### src/rtl/snd_latch_irq.sv
`default_nettype none
// ---------------------------------------------------------------------------
// snd_latch_irq: sound-CPU command FIFO, Z80 INT/RST-vector merge, I/O ports
// Rev 1.0
// ---------------------------------------------------------------------------
module snd_latch_irq #(
  parameter int         DEPTH       = 4,
  parameter logic [7:0] LATCH_PORT  = 8'h02,
  parameter logic [7:0] ACK_PORT    = 8'h06,
  parameter logic [7:0] STATUS_PORT = 8'h04
) (
  input  logic       clk_sys,
  input  logic       reset_n,
  input  logic       latch_wr,
  input  logic [7:0] latch_din,
  input  logic       z80_ce,
  input  logic       io_rd,
  input  logic       io_wr,
  input  logic [7:0] io_addr,
  input  logic [7:0] io_din,
  output logic [7:0] io_dout,
  input  logic       intack,
  output logic [7:0] vector,
  output logic       int_n,
  input  logic       ym_irq_n,
  output logic       pending
);

  localparam int               PTR_W    = (DEPTH > 1) ? $clog2(DEPTH) : 1;
  localparam int               CNT_W    = $clog2(DEPTH) + 1;
  localparam logic [PTR_W-1:0] PTR_LAST = PTR_W'(DEPTH - 1);
  localparam logic [CNT_W-1:0] CNT_FULL = CNT_W'(DEPTH);

  logic [7:0]       mem_q [DEPTH];
  logic [PTR_W-1:0] wr_ptr_q, wr_ptr_d, rd_ptr_q, rd_ptr_d;
  logic [CNT_W-1:0] count_q, count_d;
  logic             overrun_q, overrun_d;
  logic             ym_q, ym_d;
  logic             int_n_q, int_n_d;
  logic [7:0]       vec_hold_q, vec_hold_d;
  logic             latch_wr_q, latch_wr_d;
  logic             ack_q, ack_d;
  logic             st_q, st_d;
  logic             intack_q, intack_d;

  logic       ack_c, st_c, push, pop, push_ok, full;
  logic [7:0] raw, head, status, cnt_ext;
  logic       unused_ok;

  function automatic logic [PTR_W-1:0] ptr_inc(input logic [PTR_W-1:0] p);
    return (p == PTR_LAST) ? '0 : p + 1'b1;
  endfunction

  assign ack_c   = z80_ce & io_wr & (io_addr == ACK_PORT);
  assign st_c    = z80_ce & io_rd & (io_addr == STATUS_PORT);
  assign full    = (count_q == CNT_FULL);
  assign push    = latch_wr & ~latch_wr_q;
  assign pop     = ack_c & ~ack_q & (count_q != '0);
  // A pop in the same cycle frees the slot, so a full FIFO still accepts the push.
  assign push_ok = push & (~full | pop);

  assign cnt_ext = 8'(count_q);
  assign head    = (count_q == '0) ? 8'hFF : mem_q[rd_ptr_q];
  assign status  = {overrun_q, ~ym_q, 2'b00, cnt_ext[3:0]};
  assign raw     = {2'b11, ~pending, ym_q, 4'hF};

  always_comb begin
    latch_wr_d = latch_wr;
    ack_d      = ack_c;
    st_d       = st_c;
    intack_d   = intack;
    ym_d       = ym_irq_n;
    wr_ptr_d   = push_ok ? ptr_inc(wr_ptr_q) : wr_ptr_q;
    rd_ptr_d   = pop ? ptr_inc(rd_ptr_q) : rd_ptr_q;
    count_d    = count_q;
    if (push_ok && !pop)      count_d = count_q + 1'b1;
    else if (pop && !push_ok) count_d = count_q - 1'b1;
    overrun_d  = overrun_q;
    if (st_q && !st_c)        overrun_d = 1'b0;
    if (push && !push_ok)     overrun_d = 1'b1;
    int_n_d    = (raw == 8'hFF);
    vec_hold_d = (intack && !intack_q) ? raw : vec_hold_q;
  end

  always_ff @(posedge clk_sys) begin
    if (!reset_n) begin
      wr_ptr_q   <= '0;
      rd_ptr_q   <= '0;
      count_q    <= '0;
      overrun_q  <= 1'b0;
      ym_q       <= 1'b1;
      int_n_q    <= 1'b1;
      vec_hold_q <= 8'hFF;
      latch_wr_q <= 1'b0;
      ack_q      <= 1'b0;
      st_q       <= 1'b0;
      intack_q   <= 1'b0;
    end else begin
      wr_ptr_q   <= wr_ptr_d;
      rd_ptr_q   <= rd_ptr_d;
      count_q    <= count_d;
      overrun_q  <= overrun_d;
      ym_q       <= ym_d;
      int_n_q    <= int_n_d;
      vec_hold_q <= vec_hold_d;
      latch_wr_q <= latch_wr_d;
      ack_q      <= ack_d;
      st_q       <= st_d;
      intack_q   <= intack_d;
    end
  end

  always_ff @(posedge clk_sys) begin
    if (push_ok) mem_q[wr_ptr_q] <= latch_din;
  end

  assign pending = (count_q != '0);
  assign int_n   = int_n_q;
  // First intack cycle shows the live vector; afterwards the captured copy is held.
  assign vector  = intack ? (intack_q ? vec_hold_q : raw) : 8'hFF;

  always_comb begin
    io_dout = 8'hFF;
    if (io_rd && io_addr == LATCH_PORT)       io_dout = head;
    else if (io_rd && io_addr == STATUS_PORT) io_dout = status;
  end

  assign unused_ok = ^{io_din, cnt_ext[7:4]};

endmodule
`default_nettype wire

### config.mk
export PLATFORM = sky130hd
export DESIGN_NAME = snd_latch_irq
export DESIGN_NICKNAME = d
export VERILOG_FILES = /design/src/rtl/snd_latch_irq.sv
export SDC_FILE = /design/constraint.sdc
export NUM_CORES = 1
export LEC_CHECK = 0
export CAP_MARGIN = 20
export CORE_ASPECT_RATIO = 1.2
export CORE_MARGIN = 2
export CORE_UTILIZATION = 45
export CTS_CLUSTER_DIAMETER = 40
export CTS_CLUSTER_SIZE = 24
export DETAILED_ROUTE_END_ITERATION = 8
export HOLD_SLACK_MARGIN = 0.02
export PLACE_DENSITY = 0.76
export SLEW_MARGIN = 25
export SYNTH_ARGS = -nofsm -noshare
export SYNTH_HDL_FRONTEND = slang
export SYNTH_SLANG_ARGS = --single-unit
### constraint.sdc
create_clock -name clk_sys -period 2.45 [get_ports clk_sys]
set_input_delay 0.3675 -clock clk_sys [delete_from_list [all_inputs] [get_ports clk_sys]]
set_output_delay 0.3675 -clock clk_sys [all_outputs]
set_load 0.005 [all_outputs]
; ---- Word-level counts from Yosys, hierarchy flattened
; Memory sizes are Yosys's and may differ from the RTL's. A register that Yosys moved wholly into a read port is not among the register bits.
; Index checks and enable logic that the tools add are counted.
[word_totals]
inputBits = 32
word_cells = 67
ramBits = 32
register_bits = 16
out_inout_bits = 18
mem_count = 1
[op_classes]
add_sub_neg = 4
muxes = 15
reduce_logical = 15
eq_ne = 7
n_bitwise = 14
[memory_table]
columns = memory, words, word_bits, read_ports, rd_clocked_by_memory_dff, write_ports, line
row1 = mem_q, 4, 8, 1, 1, 1, 34  ; logic [7:0] mem_q [DEPTH];
[op_table]
columns = op, count
row1 = two-way mux 8 bit, 3
row2 = "equality test 8 x 3 -> 1 bit, second input constant", 2
row3 = two-way mux 6 bit, 2
row4 = AND 1 bit, 8
row5 = "equality test 8 x 2 -> 1 bit, second input constant", 1
row6 = two-way mux 2 bit, 4
row7 = logical AND 1 bit, 7
row8 = "equality test 2 bit, second input constant", 3
row9 = two-way mux 3 bit, 2
row10 = NOT 1 bit, 5
row11 = "adder 2 x 1 -> 2 bit, second input constant", 2
row12 = logical NOT 1 bit, 4
row13 = two-way mux 1 bit, 4
row14 = nonzero test 2 bit, 2
row15 = "adder 3 x 1 -> 3 bit, second input constant", 1
row16 = "equality test 3 bit, second input constant", 1
row17 = logical NOT 3 bit, 1
row18 = nonzero test 3 bit, 1
row19 = "subtractor 3 x 1 -> 3 bit, second input constant", 1
row20 = bitwise OR 1 bit, 1

; ---- Depth between registers and ports, before layout
; Gate-level depths: netlist of run 1.
[logic_depth]
word_depth = 10
depth_mapped = 10

; ---- Worst setup path before layout of run 1
; OpenSTA, ideal clock, no wires.
[synth_path]
path_type = input to register
from = in io_addr[0]
to = reg count_q[2]
arrival_time_ps = 2296
n_path_buf = 0
stages = 9
setup_ps = 70
path_slack_ps = 84
t_required_ps = 2380
path_cell_list = nor4_4 nand4_4 a21oi_2 ha_1 inv_1 fa_1 xor2_1 or3_1 a21oi_1
[synth_via]
elab_chain_cells = 9
word_cells_on_any_way = 12
cone_classes = eq/ne (1) / mux (1) / bitwise (5) / reduce/logical (5)
[synth_rtl]
columns = element, line
row1 = "start, declared", 19  ; input logic [7:0] io_addr,
row2 = equality test 8 x 3 -> 1 bit *, 54  ; assign ack_c = z80_ce & io_wr & (io_addr == ACK_PORT);
row3 = AND 1 bit *, 54
row4 = AND 1 bit * (2 in a row), 58  ; assign pop = ack_c & ~ack_q & (count_q != '0);
row5 = bitwise OR 1 bit *, 60  ; assign push_ok = push & (~full | pop);
row6 = AND 1 bit *, 60
row7 = via push_ok, 46  ; logic ack_c, st_c, push, pop, push_ok, full;
row8 = logical NOT 1 bit, 77  ; else if (pop && !push_ok) count_d = count_q - 1'b1;
row9 = logical AND 1 bit, 77
row10 = nonzero test 2 bit (no line), n/a
row11 = "end signal, assigned", 101  ; count_q <= count_d;
row12 = "end, declared", 36  ; logic [CNT_W-1:0] count_q, count_d;
; The timed path passes the listed nets; every way through them passes the cells marked *.
; A chain may end at the register's enable or synchronous reset.

; ---- Worst setup path in the final report of run 1
[layout_path]
from = in io_addr[7]
to = reg count_q[2]
; The elaborated chain is that of the path after synthesis.

==> results of run 1 <==
## per-layer routing
| metal | up-vias | share of wire (%) | GRT usage [%] |
|---|---|---|---|
| met2 | 34 | 54 | 31.5 |
| met1 | 716 | 39 | 20.6 |
| met3 | 9 | 4.7 | 4.62 |
| met5 | - | 0 | 0 |
| li1 | 733 | - | - |
| met4 | 0 | 2.5 | 10.8 |
## per-stage QoR
| stage | setup TNS (ps) | setup WS [ps] | power [µW] | std cells | util [%] |
|---|---|---|---|---|---|
| 2_1_floorplan | 0 | 84.0 | 1130 | 168 | - |
| 6_report | 0 | 44.1 | 1750 | 288 | 63.4 |
| 3_3_place_gp | -1020 | -292 | 1260 | 273 | 59.2 |
| 3_5_place_dp | -1320 | -379 | 1270 | 273 | 59.2 |
| 4_1_cts | 0 | 6.81 | 1760 | 286 | 62.1 |
| 5_1_grt | -36.7 | -36.7 | 1840 | 288 | 63.4 |
## worst min path at each step
stage	from	to	slack, ps	depth (start not counted)
finish	overrun_q	overrun_q	480	2
global route	overrun_q	overrun_q	490	2
CTS	overrun_q	overrun_q	480	2
detailed placement	overrun_q	overrun_q	470	2
global placement	overrun_q	overrun_q	460	2
floorplan	overrun_q	overrun_q	440	2
## synth_stat cells, drive strengths merged (2+ instances only)
master / instances
nand3: 3
o22ai: 5
edfxtp: 32
buf: 11
nor2: 4
xor2: 2
nand2b: 4
o21ai: 5
nor4: 3
nand4: 3
ha: 6
mux2i: 3
nand2: 17
o211ai: 4
and4: 3
a31oi: 2
a21oi: 3
nor3: 2
mux4: 8
or3: 4
and3: 2
inv: 6
and2: 6
dfxtp: 18
## state kept, by name, indices dropped and copies added, names as in the netlist, 2 cells and up, named ones only
| signal | flops |
|---|---|
| count_q | 3 |
| mem_q | 32 |
| rd_ptr_q | 2 |
| vec_hold_q | 2 |
| wr_ptr_q | 2 |
## worst reg2reg max path, cell delays in order (launching register included)
cell,delay [ps]
sky130_fd_sc_hd__dfxtp_2,350
sky130_fd_sc_hd__or3_4,410
sky130_fd_sc_hd__nand4_1,220
sky130_fd_sc_hd__ha_4,180
sky130_fd_sc_hd__inv_1,50
sky130_fd_sc_hd__fa_1,360
sky130_fd_sc_hd__xor2_1,150
sky130_fd_sc_hd__or3_1,300
sky130_fd_sc_hd__a21oi_1,140
## report_power, final
| group | switching (µW) | internal (µW) |
|---|---|---|
| Combinational | 139 | 170 |
| Sequential | 26.6 | 947 |
| Clock | 264 | 204 |
| Total | 429 | 1320 |
## cell type report
| type | instances | share of cell area [%] |
|---|---|---|
| clock buffer | 6 | 2.47 |
| clock inverter | 2 | 0.469 |
| inverter | 6 | 0.767 |
| multi-input combinational | 101 | 28.7 |
| sequential | 50 | 45.0 |
| tap | 58 | 2.47 |
| timing repair buffer | 65 | 20.1 |
## cells by family (layout without fill, tap and decap cells)
| kind of cell | after synthesis | after routing |
|---|---|---|
| other | 1 | 6 |
| adders and majority gates | 7 | 7 |
| buffers and inverters | 18 | 79 |
| xor gates and xnor gates | 2 | 2 |
| muxes | 11 | 11 |
| and+or+nand+nor | 54 | 55 |
| AOI/OAI and AO/OA | 20 | 20 |
| DFF | 50 | 50 |
## repair_timing
action                     4_1_cts  5_1_grt
setup buffers                    4        2
pin swaps                        4        5
gates resized for setup          6       13
setup endpoints to repair        9        9
cloned                           1        0
## placed cells by master, fill, tap and decap left out, types with 3 or more instances in the layout
cell type / synthesis / final
sky130_fd_sc_hd__conb_1: 1 / 6
sky130_fd_sc_hd__dfxtp_1: 18 / 17
sky130_fd_sc_hd__edfxtp_1: 32 / 32
sky130_fd_sc_hd__o22ai_1: 5 / 4
sky130_fd_sc_hd__nand3_1: 3 / 3
sky130_fd_sc_hd__and2_1: 6 / 6
sky130_fd_sc_hd__mux4_2: 8 / 8
sky130_fd_sc_hd__clkbuf_8: 0 / 5
sky130_fd_sc_hd__buf_4: 6 / 28
sky130_fd_sc_hd__dlymetal6s2s_1: 0 / 3
sky130_fd_sc_hd__nand2b_1: 4 / 4
sky130_fd_sc_hd__ha_1: 6 / 5
sky130_fd_sc_hd__inv_1: 6 / 6
sky130_fd_sc_hd__or3_1: 4 / 3
sky130_fd_sc_hd__clkdlybuf4s50_1: 0 / 31
sky130_fd_sc_hd__nand2_1: 17 / 17
sky130_fd_sc_hd__mux2i_1: 3 / 3
sky130_fd_sc_hd__o21ai_1: 0 / 3
sky130_fd_sc_hd__nor2_1: 4 / 4
sky130_fd_sc_hd__o211ai_1: 4 / 4
==> results.rst, run 1 <==
.. list-table::
   :header-rows: 1

   * - Metric
     - Value
   * - Part of the Yosys area used for sequential elements
     - 60.3%
   * - Synthesized instance count
     - 163
   * - Total number of clock tree sinks
     - 50
   * - Final number of setup-violating endpoints
     - 0
   * - Worst-case hold slack
     - 481 ps
   * - End point of the critical path
     - count_q[2]
   * - Die width
     - ~68 µm
   * - FFs w/ async S/R, synth
     - 0%
   * - Reg2Reg Setup Slack
     - about 220 ps
   * - IO Count
     - 50
   * - Critical path buffer and inverter count
     - 3
   * - Complex-gate fraction of the synthesized area
     - a little under 6%
   * - Area of the placeable core
     - 4630 µm²
   * - Vias post-DR
     - 1,492
   * - Count of flip-flops with a built-in enable after synthesis
     - 32
   * - Final critical-path required period
     - 2410 ps
   * - Overall track demand over capacity in global routing
     - 18.5%
   * - Clock Skew
     - 8.79 ps
   * - Hold-fix buffers at CTS
     - 0
   * - Worst vdd rail ir drop
     - 0.485 mV
   * - 1st-iter DRT viols
     - 68
   * - Ant. Diodes
     - 0
   * - Clock Tree Buf Depth
     - 2
   * - # fillers
     - between 300 and 400
   * - Final Wtd Congestion
     - 0.799
   * - Vias per cell
     - 5.18
   * - Critical Path RT
     - 2690 ps
   * - Worst Path Class, Setup
     - input pin to flop
   * - Count of pins over their slew limit
     - 0
   * - Syn Std Cell Area
     - about 2200 µm²
   * - Post-synthesis adder-cell area fraction
     - 4.34%
   * - H-tree depth
     - 2
   * - Post-synthesis share of cell area spent on xor and xnor gates
     - 0.800%
   * - DP HPWL
     - roughly 3.2 mm
   * - #FFs+latches synth
     - 50
   * - Final count of hold timing violations
     - 0
   * - Post-route DRC violation count
     - 0
   * - Number of warnings printed during yosys synthesis
     - 0
   * - Clk root buf
     - sky130_fd_sc_hd__clkbuf_8
   * - Share of synthesized cell area in and, or, nand and nor gates
     - 14.7%
   * - Post-route cell area
     - around 2900 µm²
   * - Clock input transition at the sequential cells of the worst setup and hold paths
     - around 90 ps
   * - Top post-synthesis cells by area
     - sky130_fd_sc_hd__edfxtp_1 44%, sky130_fd_sc_hd__dfxtp_1 16%, sky130_fd_sc_hd__mux4_2 8.2%
   * - Transition time of the tightest slew-check pin
     - 516 ps
   * - Crit-path slowest cell
     - sky130_fd_sc_hd__clkdlybuf4s50_1
   * - Dominant combinational cell family by area after synthesis
     - simple AND/OR/NAND/NOR gates
   * - Crit end category
     - flop
   * - Count of input and output buffers
     - 35
   * - CP arrival
     - 2640 ps
   * - Number of global-route vias before repair
     - approximately 1,500
   * - Die extent in y
     - between 80 and 90 µm
   * - Wire length of the first global-routing pass
     - 7.09 mm
   * - Clk Latency, worst-skew pair
     - 310 ps
   * - Multiplexer area fraction after synthesis
     - 9.60%
   * - Die outline area
     - 5440 µm²
   * - Total grt overflow
     - 0
   * - Yosys top cell by area
     - sky130_fd_sc_hd__edfxtp_1
   * - CTS buffer count
     - 5
   * - Maximum number of pins on one net before global-route repair
     - 17
   * - Maximum clock frequency
     - 416 MHz
   * - Number of core rows
     - 27
   * - Clock tree from TritonCTS
     - yes
   * - Number of detailed-route iterations in the first pass
     - 4
   * - Hold Crit Class
     - flop to flop
   * - Outcome
     - finished clean
   * - Layout Nets
     - 268
   * - Power Density
     - 596 nW/µm²
   * - Synth-to-Final Area Change
     - 34.1%
   * - Leakage power summed over all cells
     - 0.00112 µW
   * - Drt wl/cell
     - 15.5 µm
   * - CP Depth
     - 11
   * - Reg-to-Reg End
     - count_q[2]
   * - Fraction of the cycle the final worst path needs
     - between 90% and 100%
   * - Yosys cell types
     - 38
   * - Total of max-cap violations
     - 0
   * - Fraction of layout instances using a drive strength above 1
     - 24.8%
   * - Fraction of post-synthesis cell area in the top cell type by area
     - a little over two fifths
   * - Crit path max fanout
     - 2
   * - Logic depth of the worst register-to-register path
     - 8
   * - Placed cell areas
     - 2740 µm²
   * - Critical path's top delay family
     - buffers and inverters
   * - Launching point of the worst reg2reg path
     - count_q[2]
   * - Worst path cell trace
     - clkdlybuf4s50_1, nor3_2, buf_4, nand4_4, a21oi_4, ha_4, inv_1, fa_1, xor2_1, or3_1, a21oi_1
   * - Area of combinational cells with multiple inputs
     - ~840 µm²
   * - Initial Util
     - 47.3%
   * - Startpoint of the worst setup timing path
     - io_addr[7]
   * - Register area
     - around 1300 µm²
   * - Synth Flop Type
     - sky130_fd_sc_hd__edfxtp_1
   * - Kind of start point of the critical path
     - input pin
   * - Average instance area after synthesis
     - 13.4 µm²
   * - Number of antenna violations at the first check in global routing
     - 0
   * - Slew headroom
     - 65.5%
   * - Antenna violation net count after detailed routing
     - 0
   * - Aggregate routed wire length
     - 4.47 mm
   * - Worst stage delay on the critical path
     - 450 ps
Note: power is estimated with default switching activity, not from simulation.
==> inputs of run 2 (changes only) <==
--- a/config.mk
+++ b/config.mk
@@ -6,14 +6,16 @@
 export NUM_CORES = 1
 export LEC_CHECK = 0
 export CAP_MARGIN = 20
+export CELL_PAD_IN_SITES_DETAIL_PLACEMENT = 2
+export CELL_PAD_IN_SITES_GLOBAL_PLACEMENT = 2
 export CORE_ASPECT_RATIO = 1.2
 export CORE_MARGIN = 2
-export CORE_UTILIZATION = 45
+export CORE_UTILIZATION = 30
 export CTS_CLUSTER_DIAMETER = 40
 export CTS_CLUSTER_SIZE = 24
 export DETAILED_ROUTE_END_ITERATION = 8
 export HOLD_SLACK_MARGIN = 0.02
-export PLACE_DENSITY = 0.76
+export PLACE_DENSITY_LB_ADDON = 0.1
 export SLEW_MARGIN = 25
 export SYNTH_ARGS = -nofsm -noshare
 export SYNTH_HDL_FRONTEND = slang
==> run 2 against run 1 <==
Cell count is 11% higher. Non-clock buffer count grew 1. Total power grew 4.4%. Clock skew grew 7.5 ps. Highest routed layer unchanged.
==> results.rst, run 2 (synthesized netlist as in run 1, its figures left out) <==
.. list-table::
   :header-rows: 1

   * - Metric
     - Value
   * - Combinational share of power
     - 18.6% (+1.0 points)
   * - Die extent in y
     - 97.6 µm (+21%)
   * - RSZ-0062 raised after global routing
     - false
   * - Number of detailed-route iterations in the first pass
     - 2 (-2)
   * - Aggregate routed wire length
     - 5.78 mm (+29%)
   * - Initial Util
     - 30.6% (-17 points)
   * - Net Sw Frac
     - 26.6% (+2.1 points)
   * - Number of core rows
     - 34 (+26%)
   * - Worst vdd rail ir drop
     - 0.340 mV (-30%)
   * - Maximum number of pins on one net before global-route repair
     - 19 (+2)
   * - Total of max-cap violations
     - 0 (unchanged)
   * - Leakage power summed over all cells
     - 0.00117 µW (+4.1%)
   * - Hold-fix buffers at CTS
     - 0 (unchanged)
   * - Kind of start point of the critical path
     - flop
   * - Final Wtd Congestion
     - 0.677 (-15%)
   * - Crit end category
     - primary output
   * - Fraction of the cycle the final worst path needs
     - 96.2% (-2.0 points)
   * - Share of power burned in the clock network
     - 28.1% (+1.4 points)
   * - Ant. Diodes
     - 0 (unchanged)
   * - Final critical-path required period
     - 2360 ps (-49.4 ps)
   * - Transition time of the tightest slew-check pin
     - 505 ps (-11.1 ps)
   * - Most common cell after layout, fill and taps aside
     - sky130_fd_sc_hd__edfxtp_1
   * - Max reg flops
     - 32 (unchanged)
   * - Final count of hold timing violations
     - 0 (unchanged)
   * - Fin Setup TNS
     - 0 ps (unchanged)
   * - Power Density
     - 598 nW/µm² (+0.30%)
   * - Clk Latency, worst-skew pair
     - 310 ps (about the same)
   * - H-tree depth
     - 2 (unchanged)
   * - Critical Path RT
     - 2080 ps (-610 ps)
   * - Die outline area
     - 8000 µm² (+47%)
   * - Overall track demand over capacity in global routing
     - 16.2% (-2.4 points)
   * - Layout Utilization
     - 42.8% (-21 points)
   * - Hold Crit Class
     - input pin to flop
   * - Share of total power in sequential cells
     - 53.3% (-2.3 points)
   * - Die width
     - 82.0 µm (+21%)
   * - Crit path max fanout
     - 8 (+6)
   * - Biggest regs
     - mem_q: 32 flops, count_q: 3 flops
   * - Count of input and output buffers
     - 35 (unchanged)
   * - Most flop-heavy register
     - mem_q
   * - Most frequent cells in the layout
     - 32 x sky130_fd_sc_hd__edfxtp_1, 25 x sky130_fd_sc_hd__buf_4, 20 x sky130_fd_sc_hd__clkdlybuf4s50_1, 17 x sky130_fd_sc_hd__nand2_1, 16 x sky130_fd_sc_hd__dfxtp_1
   * - Clk root buf
     - sky130_fd_sc_hd__clkbuf_8
   * - Vias post-DR
     - 1,549 (+3.8%)
   * - Fraction of layout instances using a drive strength above 1
     - 27.3% (+2.5 points)
   * - # fillers
     - 740 (+100%)
   * - Clock tree from TritonCTS
     - yes
   * - Clock Skew
     - 16.3 ps (+7.55 ps)
   * - Outcome
     - finished clean
   * - Total grt overflow
     - 0 (unchanged)
   * - Number of global-route vias before repair
     - 1,815 (+21%)
   * - Pwr Total
     - 1830 µW (+4.4%)
   * - Layout Nets
     - 269 (+0.37%)
   * - Count of pins over their slew limit
     - 0 (unchanged)
   * - Sw power
     - 486 µW (+13%)
   * - Vias per cell
     - 4.83 (-6.9%)
   * - CP arrival
     - 1990 ps (-650 ps)
   * - Wire length of the first global-routing pass
     - 9.49 mm (+34%)
   * - Int Pwr
     - 1340 µW (+1.6%)
   * - Antenna violation net count after detailed routing
     - 0 (unchanged)
   * - Worst Path Class, Setup
     - flop to primary output
   * - Worst-case hold slack
     - 476 ps (-5.55 ps)
   * - Drt wl/cell
     - 18.0 µm (+16%)
   * - Post-route DRC violation count
     - 0 (unchanged)
   * - CTS buffer count
     - 5 (unchanged)
   * - DP HPWL
     - 4.21 mm (+31%)
   * - Synth-to-Final Area Change
     - 39.7%
   * - Area of the placeable core
     - 7150 µm² (+54%)
   * - Clock input transition at the sequential cells of the worst setup and hold paths
     - 100 ps (about the same)
   * - IO Count
     - 50 (unchanged)
   * - 1st-iter DRT viols
     - 51 (-25%)
   * - Slew headroom
     - 66.3% (+0.74 points)
   * - Maximum clock frequency
     - 424 MHz (+2.1%)
   * - Number of antenna violations at the first check in global routing
     - 0 (unchanged)
   * - Total number of clock tree sinks
     - 50 (unchanged)
   * - Clock Tree Buf Depth
     - 2 (unchanged)
   * - Final number of setup-violating endpoints
     - 0 (unchanged)
run 2: cell types whose count changed in the layout (fill, tap and decap cells not counted), sizes merged:
cell,change
dlygate4sd2,+7
dlymetal6s2s,+4
inv,+1
buf,+1
clkdlybuf4s50,-11
clkbuf,-1
run 2: layout make-up:
class / count / area, µm² / area share, %
sequential: 50 / 1330 / 43.4
inverter: 6 / 22.5 / 0.736
clock buffer: 5 / 68.8 / 2.25
multi-input combinational: 101 / 850 / 27.8
timing repair buffer: 66 / 652 / 21.3
tap: 90 / 113 / 3.68
clock inverter: 3 / 26.3 / 0.859
run 2: worst max-delay path, stage by stage (launching register included):
cell	delay, ps
sky130_fd_sc_hd__dfxtp_2	360
sky130_fd_sc_hd__buf_8	150
sky130_fd_sc_hd__mux4_2	530
sky130_fd_sc_hd__o22ai_2	120
sky130_fd_sc_hd__nand2_1	70
sky130_fd_sc_hd__clkdlybuf4s50_1	440
run 2: repair_timing:
item,CTS,global route
resized for setup,17,16
pin swaps,4,10
cloned,1,0
endpoints found under the hold margin,0,0
setup buffers,4,4
endpoints found under the setup margin,9,4
run 2: power groups by stage:
stage / registers (µW) / clock network (µW) / logic, µW
after global routing: 981 / 573 / 374
final: 974 / 514 / 339
after global placement: 987 / 0 / 296
after CTS: 976 / 537 / 328
after floorplan: 987 / 0 / 140
after detailed placement: 994 / 0 / 312
run 2: layer usage:
layer	global-route usage, %	wire length, µm
met1	18.5	2310
met4	6.15	140
met3	2.97	223
met5	0	0
met2	29.0	3110
run 2: path summary, 6_finish.rpt:
check             cells past startpoint        from  slack [ps]         end
setup / recovery                      5        flop          90  io_dout[0]
hold / removal                        3      z80_ce         480        st_q
setup reg to reg                      9  count_q[1]         220  count_q[2]
hold reg to reg                       2   overrun_q         490   overrun_q
run 2: through the flow:
step | worst slack (ps) | std cells | cell area [µm²]
CTS | 4.68 | 317 | 2980
detailed placement | -433 | 304 | 2820
finish | 93.4 | 321 | 3060
global placement | -295 | 304 | 2820
floorplan | 84.0 | 168 | 2210
global route | 4.52 | 321 | 3060
